`src/rtl/add_sequencer_pkg.sv`:
```
// rtl/add_sequencer_pkg.sv - shared state encodings and slice width for add_sequencer
// Contents: state_e (ST_IDLE, ST_RUN, ST_DONE, ST_ILLEGAL) and SLICE_W.
package add_sequencer_pkg;

  localparam int SLICE_W = 8;

  // ST_ILLEGAL is unreachable in normal operation and recovers to ST_IDLE.
  typedef enum logic [1:0] {
    ST_IDLE    = 2'd0,
    ST_RUN     = 2'd1,
    ST_DONE    = 2'd2,
    ST_ILLEGAL = 2'd3
  } state_e;

endpackage

```
`src/rtl/eight_bit_look_ahead_adder.sv`:
```
// rtl/eight_bit_look_ahead_adder.sv - 8-bit carry look-ahead adder slice
// Ports: a, b (SLICE_W) addends; cin carry in; sum (SLICE_W); cout carry out of bit 7.
module eight_bit_look_ahead_adder
  import add_sequencer_pkg::*;
(
  input  logic [SLICE_W-1:0] a,
  input  logic [SLICE_W-1:0] b,
  input  logic               cin,
  output logic [SLICE_W-1:0] sum,
  output logic               cout
);

  logic [SLICE_W-1:0] g;
  logic [SLICE_W-1:0] p;
  logic [SLICE_W:0]   c;
  logic               prod;

  // Each carry is the flat sum of products
  // c[i+1] = g[i] | p[i]g[i-1] | ... | p[i..0]cin, with no ripple chain.
  always_comb begin
    g    = a & b;
    p    = a ^ b;
    c    = '0;
    prod = 1'b0;
    c[0] = cin;
    for (int i = 0; i < SLICE_W; i++) begin
      c[i+1] = g[i];
      prod   = p[i];
      for (int j = i - 1; j >= 0; j--) begin
        c[i+1] = c[i+1] | (prod & g[j]);
        prod   = prod & p[j];
      end
      c[i+1] = c[i+1] | (prod & cin);
    end
  end

  assign sum  = p ^ c[SLICE_W-1:0];
  assign cout = c[SLICE_W];

endmodule

```
`src/rtl/add_sequencer.sv`:
```
// rtl/add_sequencer.sv - multi-cycle add/subtract over a shared 8-bit look-ahead slice
// Ports: clock, reset_n (async, active-low); start, op_sub, a, b request;
//        abort cancel; ready/busy/done status; result, cout, overflow registered.
module add_sequencer
  import add_sequencer_pkg::*;
#(
  parameter  int WIDTH  = 32,
  localparam int NSLICE = WIDTH / SLICE_W
) (
  input  logic             clock,
  input  logic             reset_n,
  input  logic             start,
  input  logic             op_sub,
  input  logic [WIDTH-1:0] a,
  input  logic [WIDTH-1:0] b,
  input  logic             abort,
  output logic             ready,
  output logic             busy,
  output logic             done,
  output logic [WIDTH-1:0] result,
  output logic             cout,
  output logic             overflow
);

  localparam int IDX_W = (NSLICE > 1) ? $clog2(NSLICE) : 1;
  localparam logic [IDX_W-1:0] LAST_IDX = IDX_W'(NSLICE - 1);

  state_e             state_q,    state_d;
  logic [WIDTH-1:0]   opa_q,      opa_d;
  logic [WIDTH-1:0]   opb_q,      opb_d;
  logic               carry_q,    carry_d;
  logic [IDX_W-1:0]   idx_q,      idx_d;
  logic [WIDTH-1:0]   result_q,   result_d;
  logic               cout_q,     cout_d;
  logic               overflow_q, overflow_d;

  logic [SLICE_W-1:0] slice_a;
  logic [SLICE_W-1:0] slice_b;
  logic [SLICE_W-1:0] slice_sum;
  logic               slice_cout;

  // Byte select for the shared slice.
  always_comb begin
    slice_a = '0;
    slice_b = '0;
    for (int s = 0; s < NSLICE; s++) begin
      if (idx_q == IDX_W'(s)) begin
        slice_a = opa_q[s*SLICE_W +: SLICE_W];
        slice_b = opb_q[s*SLICE_W +: SLICE_W];
      end
    end
  end

  eight_bit_look_ahead_adder u_slice (
    .a    (slice_a),
    .b    (slice_b),
    .cin  (carry_q),
    .sum  (slice_sum),
    .cout (slice_cout)
  );

  always_comb begin
    state_d    = state_q;
    opa_d      = opa_q;
    opb_d      = opb_q;
    carry_d    = carry_q;
    idx_d      = idx_q;
    result_d   = result_q;
    cout_d     = cout_q;
    overflow_d = overflow_q;
    case (state_q)
      ST_IDLE: begin
        if (start) begin
          // Subtract is a + ~b + 1: invert b here, the +1 enters as carry-in.
          opa_d      = a;
          opb_d      = op_sub ? ~b : b;
          carry_d    = op_sub;
          idx_d      = '0;
          result_d   = '0;
          cout_d     = 1'b0;
          overflow_d = 1'b0;
          state_d    = ST_RUN;
        end
      end
      ST_RUN: begin
        if (abort) begin
          result_d   = '0;
          cout_d     = 1'b0;
          overflow_d = 1'b0;
          state_d    = ST_IDLE;
        end else begin
          for (int s = 0; s < NSLICE; s++) begin
            if (idx_q == IDX_W'(s)) begin
              result_d[s*SLICE_W +: SLICE_W] = slice_sum;
            end
          end
          carry_d = slice_cout;
          if (idx_q == LAST_IDX) begin
            // Overflow uses the inverted b, so add and subtract share one rule.
            cout_d     = slice_cout;
            overflow_d = (opa_q[WIDTH-1] == opb_q[WIDTH-1]) &&
                         (slice_sum[SLICE_W-1] != opa_q[WIDTH-1]);
            state_d    = ST_DONE;
          end else begin
            idx_d = idx_q + 1'b1;
          end
        end
      end
      ST_DONE: state_d = ST_IDLE;
      default: state_d = ST_IDLE;
    endcase
  end

  always_ff @(posedge clock or negedge reset_n) begin
    if (!reset_n) begin
      state_q    <= ST_IDLE;
      opa_q      <= '0;
      opb_q      <= '0;
      carry_q    <= 1'b0;
      idx_q      <= '0;
      result_q   <= '0;
      cout_q     <= 1'b0;
      overflow_q <= 1'b0;
    end else begin
      state_q    <= state_d;
      opa_q      <= opa_d;
      opb_q      <= opb_d;
      carry_q    <= carry_d;
      idx_q      <= idx_d;
      result_q   <= result_d;
      cout_q     <= cout_d;
      overflow_q <= overflow_d;
    end
  end

  assign ready    = (state_q == ST_IDLE);
  assign busy     = (state_q == ST_RUN);
  assign done     = (state_q == ST_DONE);
  assign result   = result_q;
  assign cout     = cout_q;
  assign overflow = overflow_q;

endmodule

```
`config.mk`:
```
export PLATFORM = sky130hd
export DESIGN_NAME = add_sequencer
export DESIGN_NICKNAME = d
export VERILOG_FILES = /design/src/rtl/add_sequencer_pkg.sv /design/src/rtl/eight_bit_look_ahead_adder.sv /design/src/rtl/add_sequencer.sv
export SDC_FILE = /design/constraint.sdc
export NUM_CORES = 1
export LEC_CHECK = 0
export CORE_MARGIN = 3
export CORE_UTILIZATION = 52
export CTS_CLUSTER_DIAMETER = 30
export DETAILED_ROUTE_END_ITERATION = 8
export PLACE_DENSITY = 0.91
export SYNTH_ARGS = -nofsm -noshare
export SYNTH_HDL_FRONTEND = slang
export SYNTH_SLANG_ARGS = --single-unit
export TNS_END_PERCENT = 30
```
`constraint.sdc`:
```
create_clock -name clock -period 3.7 [get_ports clock]
set_input_delay 0.555 -clock clock [delete_from_list [all_inputs] [get_ports clock]]
set_output_delay 0.555 -clock clock [all_outputs]
set_load 0.03 [all_outputs]
```
==> results of run 1 <==
[per-layer routing]
layer | share of wire [%] | wire length, um
met1 | 43 | 5318
met2 | 49 | 6023
met3 | 5.3 | 651
met4 | 2.0 | 250
met5 | 0 | 0
[synthesized netlist by cell type]
cell type  instances  share of area, %
a211oi_1           1              0.15
a21o_1             6              0.88
a21oi_1           36               3.5
a221o_1            1              0.19
a221oi_1           1              0.17
a22o_1             1              0.17
a22oi_1            3              0.44
and2_1             1              0.12
and2b_1            1              0.15
and3_1             3              0.36
and3b_1            1              0.17
and4_1             1              0.17
buf_1              1             0.073
buf_2              2              0.19
clkbuf_1          34               2.5
dfrtp_1          103                50
fa_1               1              0.39
ha_1              12               2.9
inv_1              4              0.29
mux2_2            22               4.8
mux2i_1            2              0.39
nand2_1          183                13
nand2b_1           1              0.12
nand3_1            1             0.097
nand3b_1          14               2.0
nand4b_1           1              0.17
nor2_1            18               1.3
nor2b_1            3              0.36
nor3_1             4              0.39
nor3b_1            1              0.15
nor4b_2            1              0.29
o211ai_1           1              0.15
o211ai_2           1              0.24
o21a_1             4              0.58
o21ai_0           53               5.2
o22ai_1            1              0.12
o31ai_1            6              0.88
or2b_1             1              0.15
or3b_1             1              0.17
or4b_1             1              0.19
xnor2_1           33               5.6
xor2_1             2              0.34
[kinds of logic (layout without fill, tap and decap cells)]
group                    after synthesis  in the layout  share of synthesized area [%]
flip-flops                           103            103                          50.10
AND/OR/NAND/NOR                      237            237                          19.77
buffers and inverters                 41            133                          3.040
AO/OA/AOI/OAI                        115            115                          12.62
XOR/XNOR                              35             35                          5.958
adder cells (fa/ha/maj)               13             13                          3.307
multiplexers                          24             24                          5.204
[power groups by stage]
stage	Clock (W)	Sequential (W)	Combinational [W]
after CTS	0.000900	0.00170	0.00241
final	0.000895	0.00170	0.00243
after detailed placement	0	0.00172	0.00240
after global routing	0.000949	0.00174	0.00269
after floorplan	0	0.00186	0.00146
after global placement	0	0.00170	0.00231
[what timing repair did]
action | in CTS | in global routing
endpoints found under the setup margin | 0 | 13
hold buffers | 0 | 0
resized for setup | 0 | 1
[through the flow]
step                      cells  instance area (um2)  util [%]
after CTS                   789                 6535     69.41
after global placement      774                 6279     66.68
after floorplan             568                 5145         -
after detailed placement    774                 6279     66.68
after global routing        789                 6538     69.44
final                       789                 6538     69.44
[path summary, 6_finish.rpt]
path,endpoint
worst max-delay path,result[28]$_DFFE_PN0P_
worst min-delay path,result[8]$_DFFE_PN0P_
worst max register to register,result[28]$_DFFE_PN0P_
worst min register to register,opa_q[18]$_DFFE_PN0P_
max in group asynchronous,opb_q[17]$_DFFE_PN0P_
min in group clock,opa_q[18]$_DFFE_PN0P_
[area by class of cell]
type                    instances  area, um2
fillers                       717       2878
flip-flops and latches        103       2577
multi-input cells             424       2416
repair buffers                114       1111
well taps                     129      161.4
clock inverters                 5      128.9
clock buffers                  10      127.6
inverters                       4      15.01
[sequential cells by signal, indices dropped and copies added (netlist names)]
name      cells
overflow      1
carry_q       1
cout          1
idx_q         2
result       32
opb_q        32
opa_q        32
state_q       2
==> summary.json, run 1 <==
{
  "placement": {
    "place.gp.congestion": 0.8960,
    "place_ws_ns": 0.2525,
    "place.port_buffers": 105,
    "detailedPlacementHpwl_mm": 9.128
  },
  "clocking": {
    "cts.sinks": 103,
    "clk_root_buffer_cell": "clkbuf_8",
    "ctsLongestPathBuffers": 2,
    "cts_tree": "done",
    "clk_pin_slew_ns": 0.10,
    "number_of_buffers_created_by_cts": 9,
    "cts_setup_buffers": 0,
    "ctsHtreeMaxLevel": 3,
    "worst_skew_pair.late_latency_ns": 0.37
  },
  "global_routing": {
    "grt_use_met2_pct": 37.57,
    "grt.busiest_layer": "met2",
    "grt_max_degree": 88,
    "overflow": 0,
    "grt.met1_usage_pct": 30.88,
    "wire_length_of_the_first_global_routing_pass_mm": 20.47,
    "antenna_found_initial": 0,
    "met3_usage_pct": 4.225,
    "first_global_vias": 4158,
    "grt_usage_pct": 22.89
  },
  "floorplanning": {
    "die_height_um": 105.5,
    "initial_core_util_pct": 54.64,
    "design.portCount": 106,
    "design.core.area_um2": 9415,
    "die_x_um": 105.5,
    "die_area_um2": 11120,
    "row_count": 35
  },
  "sta": {
    "worst_hold_slack_ns": 0.3706,
    "setup-tns-final_ns": 0,
    "timing.final.setup_violations": 0,
    "worst-slew-pin-transition_ns": 1.063,
    "fin_crit_ns": 3.397,
    "grt_setup_unrepaired": "no",
    "maxSlewHeadroom_pct": 29.13,
    "fin_skew_ns": 0.01054,
    "final_count_of_hold_timing_violations": 0,
    "fmaxAchievable_mhz": 294.4,
    "finalCritPeriodShare_pct": 91.80,
    "layout_setup_ws_ns": 0.3033,
    "report.final.slew_viol_count": 0
  },
  "layout": {
    "layout.cells.most_common_list": "nand2_1 (182), dfrtp_1 (103), clkdlybuf4s50_1 (103)",
    "design.final.nets": 738,
    "antennaDiodeCount": 0,
    "final_common_cell": "nand2_1",
    "drive_gt1_share_pct": 7.727,
    "syn_to_final_growth_pct": 27.07
  },
  "drt": {
    "vias": 4248,
    "drcViolationCount": 0,
    "wl_per_cell_um": 15.52,
    "routed_wirelength_mm": 12.24,
    "drtPass1Iterations": 4,
    "drt_iter0_drc": 255,
    "route.detailed.vias_per_inst": 5.384,
    "ant_nets": 0
  },
  "critical_path": {
    "setup.worst_path.start_class": "flop",
    "worstPathMaxFanout": 31,
    "worstPathRequired_ns": 3.96,
    "crit_family": "compound AO/OA/AOI/OAI gates",
    "critPathSlowestCell": "a221oi_1",
    "worstReg2RegStart": "idx_q[1]$_DFFE_PN0P_",
    "slowest_delay_ns": 0.47,
    "worst-path-buf-inv": 2,
    "cp.depth": 14,
    "crit_path_start": "idx_q[1]$_DFFE_PN0P_",
    "cp-end-kind": "flop",
    "path_class": "reg -> reg",
    "cp.arrival_ns": 3.66,
    "worst-r2r-setup-slack_ns": 0.30,
    "critical_path_cell_sequence": "inv_1 > ha_1 > buf_4 > nand3b_1 > a21oi_1 > a21oi_1 > nor2_1 > a21o_1 > ha_1 > a21o_1 > a221oi_1 > xor2_1 > nor2_1 > mux2_2",
    "worst_r2r_path_depth": 14
  },
  "hold_path": {
    "worstHoldPathType": "in -> async"
  },
  "power_and_ir_drop": {
    "clockPowerShare_pct": 17.8,
    "power.static_leakage_nw": 2.997,
    "switching_share_pct": 40.33,
    "post-layout-total-power_w": 0.005029,
    "seqPwrFrac_pct": 33.9,
    "comb_power_share_pct": 48.3,
    "power_report.internal_total_w": 0.003001,
    "vdd_drop_max_mv": 0.3635,
    "power_density_nw_per_um2": 769.2,
    "power.net_switching_w": 0.002028
  },
  "synth": {
    "synth.yosys.seq_area_share_pct": 50.10,
    "netlist_area_um2": 5145,
    "yosys_warnings": 0,
    "synth_area_per_cell_um2": 9.058,
    "yosys_register_bits": 103,
    "mappedNetlistNets": 650,
    "postSynthCellCount": 568,
    "synthDistinctLibCells": 42
  },
  "job": {
    "max_cap_viol_count": 0
  },
  "status": {
    "run_status": "complete, no violations"
  }
}
(Power assumes the default switching activity.)
==> run 2, diff against run 1 <==
Settings changed: GPL_TIMING_DRIVEN from default to 0.
==> summary.json, run 2 (same netlist as run 1, synthesis figures left out) <==
{
  "critical_path": {
    "worstPathMaxFanout": 10,
    "path_class": "reg -> reg",
    "cp.arrival_ns": 3.77,
    "setup.worst_path.start_class": "flop",
    "cp-end-kind": "flop",
    "worstPathRequired_ns": 3.97
  },
  "sta": {
    "fin_crit_ns": 3.502,
    "fin_skew_ns": 0.01091,
    "grt_setup_unrepaired": "yes",
    "fmaxAchievable_mhz": 285.5,
    "worst-slew-pin-transition_ns": 0.6367,
    "final_count_of_hold_timing_violations": 0,
    "setup-tns-final_ns": 0,
    "finalCritPeriodShare_pct": 94.65,
    "maxSlewHeadroom_pct": 57.55,
    "report.final.slew_viol_count": 0,
    "timing.final.setup_violations": 0,
    "layout_setup_ws_ns": 0.1979,
    "worst_hold_slack_ns": 0.1870
  },
  "power_and_ir_drop": {
    "seqPwrFrac_pct": 34.2,
    "power.static_leakage_nw": 3.001,
    "clockPowerShare_pct": 14.7,
    "switching_share_pct": 42.80,
    "power_density_nw_per_um2": 750.9,
    "vdd_drop_max_mv": 0.3277,
    "power_report.internal_total_w": 0.002836,
    "power.net_switching_w": 0.002122,
    "comb_power_share_pct": 51.1
  },
  "status": {
    "run_status": "complete, no violations"
  },
  "clocking": {
    "cts_setup_buffers": 0,
    "cts_tree": "done",
    "clk_root_buffer_cell": "clkbuf_8",
    "clk_pin_slew_ns": 0.10,
    "ctsHtreeMaxLevel": 3,
    "cts.sinks": 103,
    "number_of_buffers_created_by_cts": 9,
    "worst_skew_pair.late_latency_ns": 0.38,
    "ctsLongestPathBuffers": 2
  },
  "layout": {
    "syn_to_final_growth_pct": 28.33,
    "finalInstanceArea_um2": 6603,
    "stdcell_count": 816,
    "final_common_cell": "nand2_1",
    "layout.cells.most_common_list": "nand2_1 (183), dfrtp_1 (103), clkdlybuf4s50_1 (103)",
    "design.final.nets": 764,
    "antennaDiodeCount": 0,
    "drive_gt1_share_pct": 8.151
  },
  "floorplanning": {
    "die_height_um": 105.5,
    "row_count": 35,
    "design.core.area_um2": 9415,
    "die_x_um": 105.5,
    "die_area_um2": 11120,
    "initial_core_util_pct": 54.64,
    "design.portCount": 106
  },
  "global_routing": {
    "grt.met1_usage_pct": 30.04,
    "antenna_found_initial": 0,
    "wire_length_of_the_first_global_routing_pass_mm": 21.69,
    "grt_use_met2_pct": 41.58,
    "grt_max_degree": 55,
    "first_global_vias": 4556,
    "grt.busiest_layer": "met2",
    "grt_usage_pct": 24.23,
    "met3_usage_pct": 4.654,
    "overflow": 0
  },
  "placement": {
    "detailedPlacementHpwl_mm": 10.29,
    "post-place-cells": 802,
    "place_ws_ns": -0.1927,
    "post_dp_cell_area_um2": 6372,
    "place.gp.congestion": 0.9329,
    "place.port_buffers": 104
  },
  "drt": {
    "ant_nets": 0,
    "vias": 4574,
    "routed_wirelength_mm": 13.35,
    "route.detailed.vias_per_inst": 5.605,
    "wl_per_cell_um": 16.36,
    "drt_iter0_drc": 339,
    "drtPass1Iterations": 5,
    "drcViolationCount": 0
  },
  "job": {
    "max_cap_viol_count": 0
  },
  "hold_path": {
    "worstHoldPathType": "in -> async"
  }
}
run 2: cell types whose count changed in the layout (fill, tap and decap cells not counted), sizes merged:
cell / previous run / this run
clkinvlp: 0 / 3
clkinv: 0 / 1
clkbuf: 10 / 41
inv: 5 / 6
bufinv: 4 / 1
buf: 11 / 5
run 2: repair_timing:
action | in CTS | in global routing
hold buffers | 0 | 0
pin swaps | 0 | 0
cloned | 0 | 0
gates resized for setup | 4 | 17
endpoints found under the setup margin | 17 | 20
run 2: layer usage:
layer  part of all wire (%)  vias to the layer above  routed length, um
li1                       -                     2113                  -
met1                     40                     2186               5294
met2                     50                      234               6673
met3                    7.0                       41                931
met4                    3.3                        0                447
met5                      0                        -                  0
run 2: path summary, 6_finish.rpt:
check	startpoint	endpoint	slack [ns]	cells after the start
worst min-delay path	reset_n	result[9]$_DFFE_PN0P_	0.19	1
worst min register to register	result[9]$_DFFE_PN0P_	result[9]$_DFFE_PN0P_	0.49	2
worst max-delay path	idx_q[1]$_DFFE_PN0P_	result[31]$_DFFE_PN0P_	0.20	14
min in group clock	result[9]$_DFFE_PN0P_	result[9]$_DFFE_PN0P_	0.49	2
max in group asynchronous	reset_n	opb_q[19]$_DFFE_PN0P_	2.84	2
worst max register to register	idx_q[1]$_DFFE_PN0P_	result[31]$_DFFE_PN0P_	0.20	14
run 2: layout make-up:
cell class / instances / area, um2
fill: 675 / 2813
buffer: 35 / 147.6
multi-input combinational: 424 / 2432
timing repair buffer: 105 / 1066
tap: 129 / 161.4
inverter: 4 / 15.01
clock inverter: 7 / 78.83
sequential: 103 / 2577
clock buffer: 9 / 123.9
run 2: worst max-delay path: stages (launching register included):
cell      delay [ns]
dfrtp_1         0.42
inv_1           0.12
ha_2            0.25
clkbuf_4        0.22
clkbuf_4        0.21
nand2_1         0.06
a21oi_1         0.20
a21oi_1         0.06
o21ai_0         0.22
ha_1            0.32
a21o_1          0.22
a221o_1         0.40
nor3_2          0.18
and3b_1         0.26
o31ai_1         0.25
run 2: per-stage QoR:
step | power, W | utilization [%]
after floorplan | 0.003319 | -
after global placement | 0.003988 | 67.42
after detailed placement | 0.004154 | 67.68
after CTS | 0.004885 | 69.93
after global routing | 0.005259 | 70.13
final | 0.004958 | 70.13
run 2: power groups by stage:
stage | Clock (W) | Sequential [W] | Combinational [W]
after global placement | 0 | 0.00169 | 0.00230
after detailed placement | 0 | 0.00171 | 0.00244
after CTS | 0.000727 | 0.00169 | 0.00247
final | 0.000729 | 0.00170 | 0.00253
after global routing | 0.000770 | 0.00173 | 0.00276
after floorplan | 0 | 0.00186 | 0.00146
==> run 3, diff against run 2 <==
Settings changed: SLEW_MARGIN from default to 15.
==> results of run 3 <==
No change in the layout: final DEF, timing and power equal those of run 2.
